[src/rtl/ras_hint_decode_if.sv]
// rtl/ras_hint_decode_if.sv - handshake and decoded-field bundle for ras_hint_decode
interface ras_hint_decode_if #(
  parameter int XLEN = 32
);
  logic            flush;
  logic            in_valid;
  logic            in_ready;
  logic [XLEN-1:0] in_instr;
  logic [XLEN-1:0] in_pc;
  logic            out_valid;
  logic            out_ready;
  logic [6:0]      out_opcode;
  logic [4:0]      out_rd;
  logic [4:0]      out_rs1;
  logic [XLEN-1:0] out_imm;
  logic [XLEN-1:0] out_pc;
  logic [1:0]      out_ras_op;
  logic            out_illegal;
  logic            ras_en;

  modport master (
    output flush, in_valid, in_instr, in_pc, out_ready,
    input  in_ready, out_valid, out_opcode, out_rd, out_rs1, out_imm, out_pc,
           out_ras_op, out_illegal, ras_en
  );

  modport slave (
    input  flush, in_valid, in_instr, in_pc, out_ready,
    output in_ready, out_valid, out_opcode, out_rd, out_rs1, out_imm, out_pc,
           out_ras_op, out_illegal, ras_en
  );
endinterface

[src/rtl/ras_hint_decode.sv]
// rtl/ras_hint_decode.sv - JAL/JALR decode with RAS hint classification, output reg + skid
module ras_hint_decode #(
  parameter int         XLEN   = 32,
  parameter logic [4:0] LINK_A = 5'd1,
  parameter logic [4:0] LINK_B = 5'd5
) (
  input logic               clk,
  input logic               rst_n,
  ras_hint_decode_if.slave  bus
);
  localparam logic [6:0] OP_JAL  = 7'b1101111;
  localparam logic [6:0] OP_JALR = 7'b1100111;

  typedef enum logic [1:0] {
    RAS_NONE     = 2'd0,
    RAS_PUSH     = 2'd1,
    RAS_POP      = 2'd2,
    RAS_POP_PUSH = 2'd3
  } ras_op_e;

  typedef struct packed {
    logic [6:0]      opcode;
    logic [4:0]      rd;
    logic [4:0]      rs1;
    logic [XLEN-1:0] imm;
    logic [XLEN-1:0] pc;
    ras_op_e         ras_op;
    logic            illegal;
  } entry_t;

  entry_t r_out;
  entry_t r_skid;
  logic   r_out_valid;
  logic   r_skid_valid;

  entry_t w_dec;
  logic   w_lk_rd;
  logic   w_lk_rs1;
  logic   w_accept;
  logic   w_consume;

  always_comb begin
    w_dec         = '0;
    w_dec.opcode  = bus.in_instr[6:0];
    w_dec.rd      = bus.in_instr[11:7];
    w_dec.rs1     = bus.in_instr[19:15];
    w_dec.pc      = bus.in_pc;
    w_dec.illegal = (bus.in_instr[1:0] != 2'b11);
    w_dec.ras_op  = RAS_NONE;
    w_lk_rd       = (w_dec.rd == LINK_A) || (w_dec.rd == LINK_B);
    w_lk_rs1      = (w_dec.rs1 == LINK_A) || (w_dec.rs1 == LINK_B);
    if (!w_dec.illegal) begin
      if (w_dec.opcode == OP_JAL) begin
        w_dec.imm    = {{(XLEN-20){bus.in_instr[31]}}, bus.in_instr[19:12],
                        bus.in_instr[20], bus.in_instr[30:21], 1'b0};
        w_dec.ras_op = w_lk_rd ? RAS_PUSH : RAS_NONE;
      end else if (w_dec.opcode == OP_JALR) begin
        w_dec.imm = {{(XLEN-12){bus.in_instr[31]}}, bus.in_instr[31:20]};
        // Same link reg in rd and rs1 is a plain call (push only), not a coroutine swap.
        case ({w_lk_rd, w_lk_rs1})
          2'b01:   w_dec.ras_op = RAS_POP;
          2'b10:   w_dec.ras_op = RAS_PUSH;
          2'b11:   w_dec.ras_op = (w_dec.rd == w_dec.rs1) ? RAS_PUSH : RAS_POP_PUSH;
          default: w_dec.ras_op = RAS_NONE;
        endcase
      end
    end
  end

  assign w_accept  = bus.in_valid && !r_skid_valid;
  assign w_consume = r_out_valid && bus.out_ready;

  always_ff @(posedge clk or negedge rst_n) begin
    if (!rst_n) begin
      r_out        <= '0;
      r_skid       <= '0;
      r_out_valid  <= 1'b0;
      r_skid_valid <= 1'b0;
    end else if (bus.flush) begin
      r_out_valid  <= 1'b0;
      r_skid_valid <= 1'b0;
    end else if (!r_out_valid || w_consume) begin
      if (r_skid_valid) begin
        r_out        <= r_skid;
        r_out_valid  <= 1'b1;
        r_skid_valid <= 1'b0;
      end else begin
        r_out_valid <= w_accept;
        if (w_accept) begin
          r_out <= w_dec;
        end
      end
    end else if (w_accept) begin
      r_skid       <= w_dec;
      r_skid_valid <= 1'b1;
    end
  end

  assign bus.in_ready    = !r_skid_valid;
  assign bus.out_valid   = r_out_valid;
  assign bus.out_opcode  = r_out.opcode;
  assign bus.out_rd      = r_out.rd;
  assign bus.out_rs1     = r_out.rs1;
  assign bus.out_imm     = r_out.imm;
  assign bus.out_pc      = r_out.pc;
  assign bus.out_ras_op  = r_out.ras_op;
  assign bus.out_illegal = r_out.illegal;
  assign bus.ras_en      = w_consume && (r_out.ras_op != RAS_NONE);
endmodule

[src/flat_wrapper.sv]
// flat-port wrapper written by rule: the top's interface ports become plain ports
module ras_hint_decode_flat 
#(
  parameter int         XLEN   = 32,
  parameter logic [4:0] LINK_A = 5'd1,
  parameter logic [4:0] LINK_B = 5'd5
)
  (clk, rst_n, bus_flush, bus_in_valid, bus_in_instr, bus_in_pc, bus_out_ready, bus_in_ready, bus_out_valid, bus_out_opcode, bus_out_rd, bus_out_rs1, bus_out_imm, bus_out_pc, bus_out_ras_op, bus_out_illegal, bus_ras_en);
  ras_hint_decode_if #(.XLEN(XLEN)) bus_i ();
  input logic clk;
  input logic rst_n;
  input wire logic [$bits(bus_i.flush)-1:0] bus_flush;
  input wire logic [$bits(bus_i.in_valid)-1:0] bus_in_valid;
  input wire logic [$bits(bus_i.in_instr)-1:0] bus_in_instr;
  input wire logic [$bits(bus_i.in_pc)-1:0] bus_in_pc;
  input wire logic [$bits(bus_i.out_ready)-1:0] bus_out_ready;
  output wire logic [$bits(bus_i.in_ready)-1:0] bus_in_ready;
  output wire logic [$bits(bus_i.out_valid)-1:0] bus_out_valid;
  output wire logic [$bits(bus_i.out_opcode)-1:0] bus_out_opcode;
  output wire logic [$bits(bus_i.out_rd)-1:0] bus_out_rd;
  output wire logic [$bits(bus_i.out_rs1)-1:0] bus_out_rs1;
  output wire logic [$bits(bus_i.out_imm)-1:0] bus_out_imm;
  output wire logic [$bits(bus_i.out_pc)-1:0] bus_out_pc;
  output wire logic [$bits(bus_i.out_ras_op)-1:0] bus_out_ras_op;
  output wire logic [$bits(bus_i.out_illegal)-1:0] bus_out_illegal;
  output wire logic [$bits(bus_i.ras_en)-1:0] bus_ras_en;
  assign bus_i.flush = bus_flush;
  assign bus_i.in_valid = bus_in_valid;
  assign bus_i.in_instr = bus_in_instr;
  assign bus_i.in_pc = bus_in_pc;
  assign bus_i.out_ready = bus_out_ready;
  assign bus_in_ready = bus_i.in_ready;
  assign bus_out_valid = bus_i.out_valid;
  assign bus_out_opcode = bus_i.out_opcode;
  assign bus_out_rd = bus_i.out_rd;
  assign bus_out_rs1 = bus_i.out_rs1;
  assign bus_out_imm = bus_i.out_imm;
  assign bus_out_pc = bus_i.out_pc;
  assign bus_out_ras_op = bus_i.out_ras_op;
  assign bus_out_illegal = bus_i.out_illegal;
  assign bus_ras_en = bus_i.ras_en;
  ras_hint_decode #(.XLEN(XLEN), .LINK_A(LINK_A), .LINK_B(LINK_B)) u_core (.clk(clk), .rst_n(rst_n), .bus(bus_i));
endmodule
[config.mk]
export PLATFORM = sky130hd
export DESIGN_NAME = ras_hint_decode_flat
export DESIGN_NICKNAME = d
export VERILOG_FILES = /design/src/rtl/ras_hint_decode_if.sv /design/src/rtl/ras_hint_decode.sv /design/src/flat_wrapper.sv
export SDC_FILE = /design/constraint.sdc
export NUM_CORES = 1
export LEC_CHECK = 0
export ABC_AREA = 0
export ABC_CLOCK_PERIOD_IN_PS = 1600
export CORE_MARGIN = 2
export CORE_UTILIZATION = 30
export DETAILED_ROUTE_END_ITERATION = 10
export PLACE_DENSITY = 0.52
export SKIP_LAST_GASP = 1
export SLEW_MARGIN = 20
export SYNTH_ARGS = -nofsm -noshare
export SYNTH_HDL_FRONTEND = slang
export SYNTH_SLANG_ARGS = --single-unit
[constraint.sdc]
create_clock -name clk -period 1.6 [get_ports clk]
set_input_delay 0.32 -clock clk [delete_from_list [all_inputs] [get_ports clk]]
set_output_delay 0.32 -clock clk [all_outputs]
set_load 0.02 [all_outputs]
==> run_results.csv, run 1 <==
group,metric,value,unit
global_route,antenna_found_initial,0,
detailed_routing,vias_per_cell,4.74,
synth,ys_seq_area_share,57.5,%
synth,avgSynthCellArea,10.7,um2
cells_and_area,fillers,2024,
detailed_routing,antenna_left,0,
timing,rsz0062_at_grt,"yes",
hold_path,holdCritPathClass,"primary input to asynchronous set/reset pin",
placement,port_buffers,155,
timing,period_share,100,%
placement,place_ws,-462,ps
clocking,cts_sinks,148,
detailed_routing,drc,0,
detailed_routing,drt_first_pass_iters,4,
floorplanning,core_area,0.0210,mm2
critical_path,cp_slowest_stage_delay,470,ps
timing,fmax,623,MHz
synth,yosysUniqueCellTypes,34,
critical_path,timing.rr.end,"u_core.bus.out_imm[19]",
clocking,cts_tree,"yes",
floorplanning,start_util,30.6,%
critical_path,cp_top_family,"simple AND/OR/NAND/NOR gates",
power_and_ir_drop,p_per_area,1240,mW/mm2
critical_path,start_kind,"register",
critical_path,path_buf_inv,2,
global_route,grt_max_degree,66,
clocking,h-tree-depth,4,
cells_and_area,drive_above_1_share,19.6,%
cells_and_area,syn_to_final_growth,43.2,%
floorplanning,num_rows,53,
critical_path,path_common_cell,"a21oi_1",
critical_path,path_cells,"buf_6 -> nor2_4 -> or3_4 -> clkbuf_16 -> a21oi_1 -> a21oi_1",
synth,synth_cells,601,
timing,worst_pin_slew,411,ps
cells_and_area,n_antenna_cell,0,
placement,routabilityCongestion,0.763,
critical_path,regToRegSetupSlack,-5,ps
cells_and_area,final_cell_mix,"145 x dfrtp_1, 115 x nand2_1, 72 x dlygate4sd2_1, 63 x clkdlybuf4s50_1",
power_and_ir_drop,power_leakage,4.12,nW
critical_path,crit_required,1910,ps
cells_and_area,post-route-util,43.9,%
detailed_routing,post_drt_wl_per_cell,16.7,um
floorplanning,die-area,0.0227,mm2
clocking,clk_latency,430,ps
run_status,status,"finished, violations left",
clocking,ctsLongestPathBuffers,2,
clocking,cts_buffers,17,
global_route,grtUsageTotal,15.6,%
timing,fin_skew,11.8,ps
timing,hold_viol_final,0,
timing,relSlewSlack,72.6,%
floorplanning,die_w,151,um
timing,finalWorstSetupSlack,-5.46,ps
floorplanning,ios,156,
global_route,grt_pass1_vias,5122,
global_route,grt-ovfl-total,0,
synth,ys_seq_elements,148,
critical_path,endpoint_kind,"register",
timing,setup-violations-final,1,
power_and_ir_drop,max-vdd-ir-drop,715,uV
timing,drv_slew,0,
clocking,cts_root_buffer,"clkbuf_16",
run_status,violations,"setup timing",
synth,yosysWarnings,0,
floorplanning,die_h,151,um
cells_and_area,final_common_cell,"dfrtp_1",
critical_path,startpoint,"u_core.r_skid_valid",
critical_path,timing.rr.start,"u_core.r_skid_valid",
critical_path,arrival,1910,ps
detailed_routing,first_iter_violations,246,
critical_path,crit_fanout,6,
synth,synth.cell_area,0.00644,mm2
clocking,clk_pin_slew,60,ps
placement,dp_hpwl,11300,um
global_route,grt_pass1_wl,27000,um
run,maxCapViolations,0,
detailed_routing,via_count,4996,
critical_path,slowest_stage,"or3_4",
cells_and_area,nNetsFinal,836,
critical_path,critPathKind,"register to register",
detailed_routing,wl,17700,um
timing,fin_crit,1610,ps
critical_path,reg2reg_depth,6,
synth,syn-num-nets,670,
==> layer usage <==
| layer | vias to the layer above | part of all wire, % | global-route usage [%] |
|---|---|---|---|
| met1 | 2439 | 44 | 20.1 |
| met3 | 17 | 8.2 | 5.52 |
| met4 | 0 | 1.2 | 4.72 |
| li1 | 2377 | - | - |
| met5 | - | 0 | 0 |
| met2 | 163 | 47 | 24.5 |
==> cells by family (layout without fill, tap and decap cells) <==
group	after synthesis	count (layout)	share of synthesized area (%)
and+or+nand+nor	177	178	11.7
DFF	148	148	57.5
AOI/OAI and AO/OA	122	122	9.69
muxes	98	98	16.2
buffers and inverters	55	233	4.78
xor gates and xnor gates	1	1	0.136
==> synth_stat cells <==
cell / instances / area share, %
dfrtp_1: 148 / 57
nand2_1: 115 / 6.7
o21ai_0: 53 / 4.1
mux2_2: 49 / 8.6
mux2i_1: 49 / 7.6
a21oi_1: 44 / 3.4
buf_2: 30 / 2.3
nor2_1: 25 / 1.5
nand3_1: 21 / 1.6
o21ai_1: 20 / 1.6
buf_4: 11 / 1.3
clkbuf_1: 9 / 0.52
buf_6: 3 / 0.52
a31oi_1: 2 / 0.19
and2_1: 2 / 0.19
nand2b_1: 2 / 0.19
and4b_1: 1 / 0.16
buf_1: 1 / 0.058
inv_1: 1 / 0.058
nand3b_1: 1 / 0.12
nand4b_1: 1 / 0.14
nor2_2: 1 / 0.097
nor2b_2: 1 / 0.14
nor3_1: 1 / 0.078
nor3_2: 1 / 0.16
nor4b_1: 1 / 0.14
o211a_1: 1 / 0.16
o31ai_1: 1 / 0.12
o41ai_1: 1 / 0.14
or3_1: 1 / 0.097
or3_4: 1 / 0.17
or4_1: 1 / 0.12
or4b_1: 1 / 0.16
xor2_1: 1 / 0.14
==> where the power goes <==
| group | leakage [nW] | internal, mW | switching, mW | total [mW] |
|---|---|---|---|---|
| Sequential | 1.85 | 4.37 | 0.348 | 4.71 |
| Clock | 0.316 | 2.97 | 1.61 | 4.57 |
| Combinational | 1.95 | 1.00 | 1.13 | 2.13 |
| Total | 4.12 | 8.33 | 3.08 | 11.4 |
==> sequential cells by signal, indices dropped and copies added (netlist names) <==
name,flops
u_core.bus.out_illegal,1
u_core.bus.out_imm,21
u_core.bus.out_opcode,7
u_core.bus.out_pc,32
u_core.bus.out_ras_op,2
u_core.bus.out_rd,5
u_core.bus.out_rs1,5
u_core.bus.out_valid,1
u_core.r_skid,73
u_core.r_skid_valid,1
==> worst reg2reg max path: stages (launching register included) <==
cell and delay [ps]:
dfrtp_4 440, buf_6 120, nor2_4 50, or3_4 470, clkbuf_16 210, a21oi_1 120
a21oi_1 90
==> metrics by stage <==
step / total power [mW] / hold WS, ps / TNS (ps) / instance area, um2 / std cells
after floorplan: 5.89 / 24.4 / 0 / 6440 / 601
after global placement: 7.05 / 125 / -36720 / 8470 / 1014
after detailed placement: 7.12 / 124 / -40720 / 8470 / 1014
after CTS: 11.5 / 253 / -191 / 9080 / 1049
after global routing: 12.0 / 270 / -1150 / 9220 / 1055
final: 11.4 / 262 / -5.46 / 9220 / 1055
==> final cells by class <==
| cell class | count | area, um2 | share of cell area, % |
|---|---|---|---|
| repair buffers | 200 | 1990 | 21.6 |
| multi-input cells | 399 | 2500 | 27.1 |
| well taps | 275 | 344 | 3.73 |
| inverters | 1 | 3.75 | 0.0407 |
| flip-flops and latches | 148 | 3710 | 40.2 |
| clock inverters | 13 | 229 | 2.48 |
| clock buffers | 19 | 443 | 4.80 |
==> worst max-delay path by stage <==
stage | cells past startpoint | slack, ps | endpoint
final | 6 | -5 | u_core.bus.out_imm[19]
after detailed placement | 6 | -460 | u_core.bus.out_ras_op[1]
after global placement | 6 | -470 | u_core.bus.out_ras_op[1]
after global routing | 6 | -60 | u_core.bus.out_ras_op[0]
after floorplan | 6 | 20 | u_core.bus.out_imm[15]
after CTS | 2 | -140 | bus_in_ready
==> repair_timing <==
action                                 in CTS  in global routing
resized for setup                          97                 50
endpoints found under the hold margin     148                  0
setup endpoints to repair                  88                 65
buffers inserted                            2                  0
hold buffers                                1                  0
gates cloned                                0                  7
pin swaps                                   1                  3
No activity file was read; power rests on OpenSTA's default activity.
==> inputs of run 2 (changes only) <==
SETUP_SLACK_MARGIN = 0.5   (was not set)
==> run 2 against run 1 <==
The run now ends clean. Core utilization grew 7.5 points. Global-route usage is 0.39 points higher. Power is 7.4% higher. Clock skew shrank 3.5 ps. Critical path depth did not move. Count of clock-buffer cells in the layout rose by 2. Routed wire length grew 10%. Non-clock buffer count grew 76. Fmax is 2.0% higher. Register-to-register slack improved by 30 ps. Die area stayed put. Hold slack got worse by 52 ps. Critical endpoint is now u_core.bus.out_rd[0].
==> run_results.csv, run 2 (synthesis gave the netlist of run 1 again) <==
group,metric,value,unit
run_status,status,"completed",
timing,fin_skew,8.27,ps
cells_and_area,n_antenna_cell,0,
critical_path,endpoint_kind,"register",
hold_path,holdPathStages,2,
detailed_routing,first_iter_violations,200,
critical_path,crit_fanout,7,
floorplanning,num_rows,53,
critical_path,timing.rr.end,"u_core.bus.out_rd[0]",
timing,hold_viol_final,0,
detailed_routing,vias_per_cell,4.77,
critical_path,startpoint,"u_core.bus.out_valid",
critical_path,start_kind,"register",
critical_path,critPathKind,"register to register",
power_and_ir_drop,power_leakage,4.77,nW
timing,rsz0062_at_grt,"yes",
power_and_ir_drop,finalPower,12.3,mW
global_route,grt_max_degree,43,
clocking,cts_sinks,148,
placement,place_area,0.00857,mm2
run,maxCapViolations,0,
floorplanning,die_w,151,um
clocking,cts_tree,"yes",
floorplanning,die-area,0.0227,mm2
detailed_routing,drc,0,
floorplanning,die_h,151,um
cells_and_area,largest_reg_flops,73,
global_route,grtUsageTotal,15.9,%
timing,worst_pin_slew,417,ps
cells_and_area,final_common_cell,"dfrtp_1",
floorplanning,ios,156,
critical_path,cp_top_family,"simple AND/OR/NAND/NOR gates",
timing,setup_tns,0,ps
global_route,grt_pass1_vias,5205,
placement,port_buffers,155,
detailed_routing,drt_first_pass_iters,4,
timing,fmax,635,MHz
detailed_routing,via_count,5408,
critical_path,slowest_stage,"or3_4",
floorplanning,core_area,0.0210,mm2
clocking,cts_root_buffer,"clkbuf_16",
global_route,grt-ovfl-total,0,
clocking,ctsLongestPathBuffers,2,
power_and_ir_drop,p_per_area,1140,mW/mm2
timing,relSlewSlack,72.2,%
clocking,cts_buffers,17,
critical_path,reg2reg_depth,6,
global_route,antenna_found_initial,1,
timing,drv_slew,0,
cells_and_area,final_cell_mix,"144 x dfrtp_1, 103 x buf_6, 77 x buf_4, 71 x nand2_1, 51 x clkdlybuf4s50_1",
cells_and_area,final_cell_area,0.0108,mm2
hold_path,holdCritPathClass,"primary input to register",
clocking,clk_latency,420,ps
critical_path,path_cells,"nor2b_4 -> buf_6 -> or3_4 -> clkbuf_16 -> nand2_2 -> o21ai_2",
detailed_routing,wl,19500,um
timing,fin_crit,1570,ps
critical_path,regToRegSetupSlack,30,ps
cells_and_area,nNetsFinal,915,
critical_path,arrival,1880,ps
critical_path,path_buf_inv,2,
timing,period_share,98.4,%
critical_path,crit_required,1910,ps
cells_and_area,syn_to_final_growth,67.7,%
timing,setup-violations-final,0,
cells_and_area,drive_above_1_share,48.5,%
global_route,grt_pass1_wl,27700,um
power_and_ir_drop,max-vdd-ir-drop,780,uV
clocking,h-tree-depth,4,
hold_path,hold_end,"u_core.r_skid[72]",
cells_and_area,regMostFlops,"u_core.r_skid",
placement,dp_hpwl,11500,um
critical_path,cp_slowest_stage_delay,440,ps
placement,routabilityCongestion,0.725,
clocking,clk_pin_slew,60,ps
detailed_routing,post_drt_wl_per_cell,17.2,um
hold_path,holdCritStartpoint,"bus_in_instr[7]",
critical_path,timing.rr.start,"u_core.bus.out_valid",
floorplanning,start_util,30.6,%
detailed_routing,antenna_left,0,
cells_and_area,post-route-util,51.4,%
## run 2: cell count changes in the layout (fill, tap and decap cells not counted), sizes merged, moves of 2 or more
cell | previous run | this run
clkbuf | 36 | 27
clkdlybuf4s50 | 63 | 51
inv | 2 | 4
buf | 42 | 202
dlygate4sd2 | 72 | 9
dlymetal6s2s | 4 | 7
or3 | 3 | 6
bufinv | 6 | 4
## run 2: power breakdown
part	leakage (nW)	total (mW)	internal [mW]	switching (mW)
clock network	0.295	4.27	2.67	1.60
logic	2.62	3.21	1.78	1.42
registers	1.85	4.79	4.37	0.422
total	4.77	12.3	8.82	3.45
## run 2: worst register-to-register path, delay by kind of cell, from the launching register on
family                 cells  cell delay (ps)
AO/OA/AOI/OAI              1               50
flip-flops                 1              420
buffers and inverters      2              330
AND/OR/NAND/NOR            3              670
## run 2: routing by layer
layer  up-vias  global-route usage (%)  share of wire [%]
met5         -                       0              0.067
met4         2                    4.67                1.2
met3        26                    6.03                7.3
met2       150                    25.7                 49
met1      2669                    20.0                 43
li1       2561                       -                  -
## run 2: area by class of cell
cell class / count / area (um2)
clock inverter: 11 / 174
inverter: 1 / 6.26
clock buffer: 21 / 450
tap: 275 / 344
multi-input combinational: 402 / 3100
fill: 1854 / 10200
sequential: 148 / 3710
timing repair buffer: 276 / 3020
## run 2: through the flow
stage               hold WS, ps  worst slack [ps]  std cells
floorplan                  24.4              82.5        601
global placement            270              -445       1024
detailed placement          270              -444       1024
CTS                         317              38.4       1086
global route                199             -16.8       1134
finish                      210              26.3       1134
## run 2: how the worst max path moves through the flow
stage,to,slack (ps),cells after the start
global route,u_core.bus.out_pc[23],-20,5
floorplan,u_core.bus.out_imm[10],80,6
detailed placement,bus_ras_en,-440,3
finish,u_core.bus.out_rd[0],30,6
global placement,u_core.bus.out_ras_op[1],-440,6
CTS,bus_out_imm[24],40,2
## run 2: repair_timing
item / CTS / global route
pin swaps: 28 / 57
endpoints found under the setup margin: 233 / 233
hold endpoints to repair: 33 / 0
hold buffers: 1 / 0
setup buffers: 24 / 36
gates cloned: 5 / 12
resized for setup: 555 / 212
==> inputs of run 3 (changes only) <==
ABC_CLOCK_PERIOD_IN_PS = 1300   (was 1600)
CORE_MARGIN = 1   (was 2)
PLACE_DENSITY = 0.54   (was 0.52)
clock period = 1.3 ns   (was 1.6 ns; I/O delays follow)
==> run 3 against run 2 <==
The flow now finishes with violations (hold timing, setup timing). Largest cell class unchanged. Critical path depth is the same. Setup slack lost 260 ps. Register-to-register slack lost 260 ps. Global-route usage grew 0.39 points. Fmax grew 2.3%. Critical endpoint is now u_core.r_skid[70]. Cell area shrank 8.5%. Die area shrank 2.6%. Count of clock-buffer cells in the layout shrank 2.
==> run_results.csv, run 3 (synthesis gave the netlist of run 1 again) <==
group,metric,value,unit
timing,hold_viol_final,27,
detailed_routing,wl_met3,1500,um
critical_path,critPathKind,"register to register",
cells_and_area,regMostFlops,"u_core.r_skid",
clocking,clk_latency,420,ps
cells_and_area,final_common_cell,"dfrtp_1",
floorplanning,ios,156,
detailed_routing,wl_met2,8570,um
critical_path,crit_fanout,5,
global_route,grt_max_degree,62,
critical_path,cp_slowest_stage_delay,400,ps
cells_and_area,largest_reg_flops,73,
placement,placedCellCount,1030,
timing,holdWs,-262,ps
power_and_ir_drop,finalPower,14.6,mW
clocking,cts_buffers,17,
cells_and_area,layout.area.seq,0.00371,mm2
power_and_ir_drop,p_per_area,1470,mW/mm2
clocking,ctsLongestPathBuffers,2,
timing,finalWorstSetupSlack,-238,ps
global_route,grt-ovfl-total,0,
timing,drv_slew,0,
timing,fin_skew,7.65,ps
critical_path,path_buf_inv,3,
cells_and_area,multiInputGateArea,0.00256,mm2
hold_path,holdCritPathClass,"primary input to asynchronous set/reset pin",
power_and_ir_drop,max-vdd-ir-drop,885,uV
timing,relSlewSlack,71.3,%
cells_and_area,syn_to_final_growth,53.4,%
timing,setup-violations-final,163,
floorplanning,start_util,30.6,%
global_route,grt_pass1_vias,5404,
placement,routabilityCongestion,0.801,
floorplanning,die_h,149,um
detailed_routing,post_drt_wl_per_cell,15.7,um
placement,port_buffers,155,
detailed_routing,drc,0,
critical_path,start_kind,"register",
detailed_routing,top_layer,"met4",
detailed_routing,drt-met1-wl,7200,um
floorplanning,num_rows,53,
run_status,status,"finished, violations left",
detailed_routing,antenna_left,0,
floorplanning,die-area,0.0221,mm2
floorplanning,die_w,149,um
detailed_routing,vias_per_cell,4.67,
clocking,h-tree-depth,4,
cells_and_area,fillers,1930,
critical_path,path_cells,"nor2b_4 -> buf_4 -> nand3_4 -> buf_12 -> clkbuf_16 -> mux2_2",
timing,fmax,650,MHz
placement,place_area,0.00858,mm2
placement,dp_hpwl,11400,um
critical_path,arrival,1840,ps
detailed_routing,drt_first_pass_iters,4,
cells_and_area,n_antenna_cell,0,
critical_path,crit_required,1600,ps
detailed_routing,wl,17400,um
global_route,antenna_found_initial,0,
clocking,clk_pin_slew,60,ps
run,maxCapViolations,0,
floorplanning,core_area,0.0210,mm2
cells_and_area,post-route-util,47.0,%
clocking,cts_tree,"yes",
cells_and_area,final_cell_area,0.00989,mm2
detailed_routing,first_iter_violations,181,
cells_and_area,nNetsFinal,890,
timing,rsz0062_at_grt,"yes",
critical_path,cp_top_family,"buffers and inverters",
critical_path,slowest_stage,"dfrtp_2",
global_route,grtUsageTotal,16.3,%
timing,fin_crit,1540,ps
cells_and_area,drive_above_1_share,36.0,%
clocking,cts_root_buffer,"clkbuf_16",
global_route,grt_pass1_wl,27900,um
critical_path,endpoint_kind,"register",
cells_and_area,final_cell_mix,"143 x dfrtp_1, 107 x nand2_1, 101 x buf_6, 73 x buf_4, 56 x clkdlybuf4s50_1",
cells_and_area,fin_cells,1109,
timing,period_share,118,%
detailed_routing,via_count,5177,
clocking,cts_sinks,148,
power_and_ir_drop,power_leakage,4.39,nW
timing,worst_pin_slew,430,ps
run_status,violations,"hold timing, setup timing",
run 3: changes by cell type in the layout (fill, tap and decap cells not counted), moves of 7 or more:
cell / change
o21ai_2: -26
a21oi_1: +25
a21oi_4: -7
a21oi_2: -18
nand2_2: -16
nand2_4: -20
o21ai_0: +27
dlymetal6s2s_1: -7
nand2_1: +36
run 3: where the power goes:
part           leakage [nW]  switching, mW  internal, mW
Combinational          2.23           1.47          1.85
Clock                 0.314           1.93          3.45
Sequential             1.85          0.494          5.38
run 3: layer usage:
metal  global-route usage [%]  vias to the layer above
li1                         -                     2489
met1                     18.7                     2508
met2                     28.2                      167
met3                     6.38                       13
met4                     4.43                        0
met5                        0                        -
run 3: worst paths after layout:
check	startpoint	end	slack (ps)	cells after the start
setup / recovery	u_core.bus.out_valid	u_core.r_skid[70]	-240	6
hold / removal	rst_n	u_core.bus.out_rs1[3]	-260	1
setup reg to reg	u_core.bus.out_valid	u_core.r_skid[70]	-240	6
hold reg to reg	u_core.r_skid[37]	u_core.r_skid[37]	490	2
max in group asynchronous	rst_n	u_core.r_skid[12]	1020	2
min in group clk	bus_in_instr[2]	u_core.r_skid[79]	260	2
run 3: area by class of cell:
cell class                      count  area share (%)
Clock buffer                       19            4.48
Sequential cell                   148            37.6
Clock inverter                     13            2.05
Multi-Input combinational cell    398            25.9
Tap cell                          275            3.48
Timing Repair Buffer              255            26.5
Inverter                            1          0.0380
run 3: worst reg2reg max path, stage by stage, from the launching register on:
cell	delay [ps]
dfrtp_2	400
nor2b_4	130
buf_4	140
nand3_4	140
buf_12	130
clkbuf_16	150
mux2_2	330
run 3: timing repair:
action | 4_1_cts | 5_1_grt
gates cloned | 0 | 2
endpoints found under the setup margin | 235 | 235
resized for setup | 527 | 57
setup buffers | 24 | 21
endpoints found under the hold margin | 27 | 27
pin swaps | 9 | 6
run 3: through the flow:
| stage | TNS [ps] | setup slack [ps] |
|---|---|---|
| after floorplan | -24750 | -217 |
| final | -25740 | -238 |
| after CTS | -26330 | -231 |
| after global placement | -76750 | -668 |
| after detailed placement | -79300 | -671 |
| after global routing | -34720 | -274 |
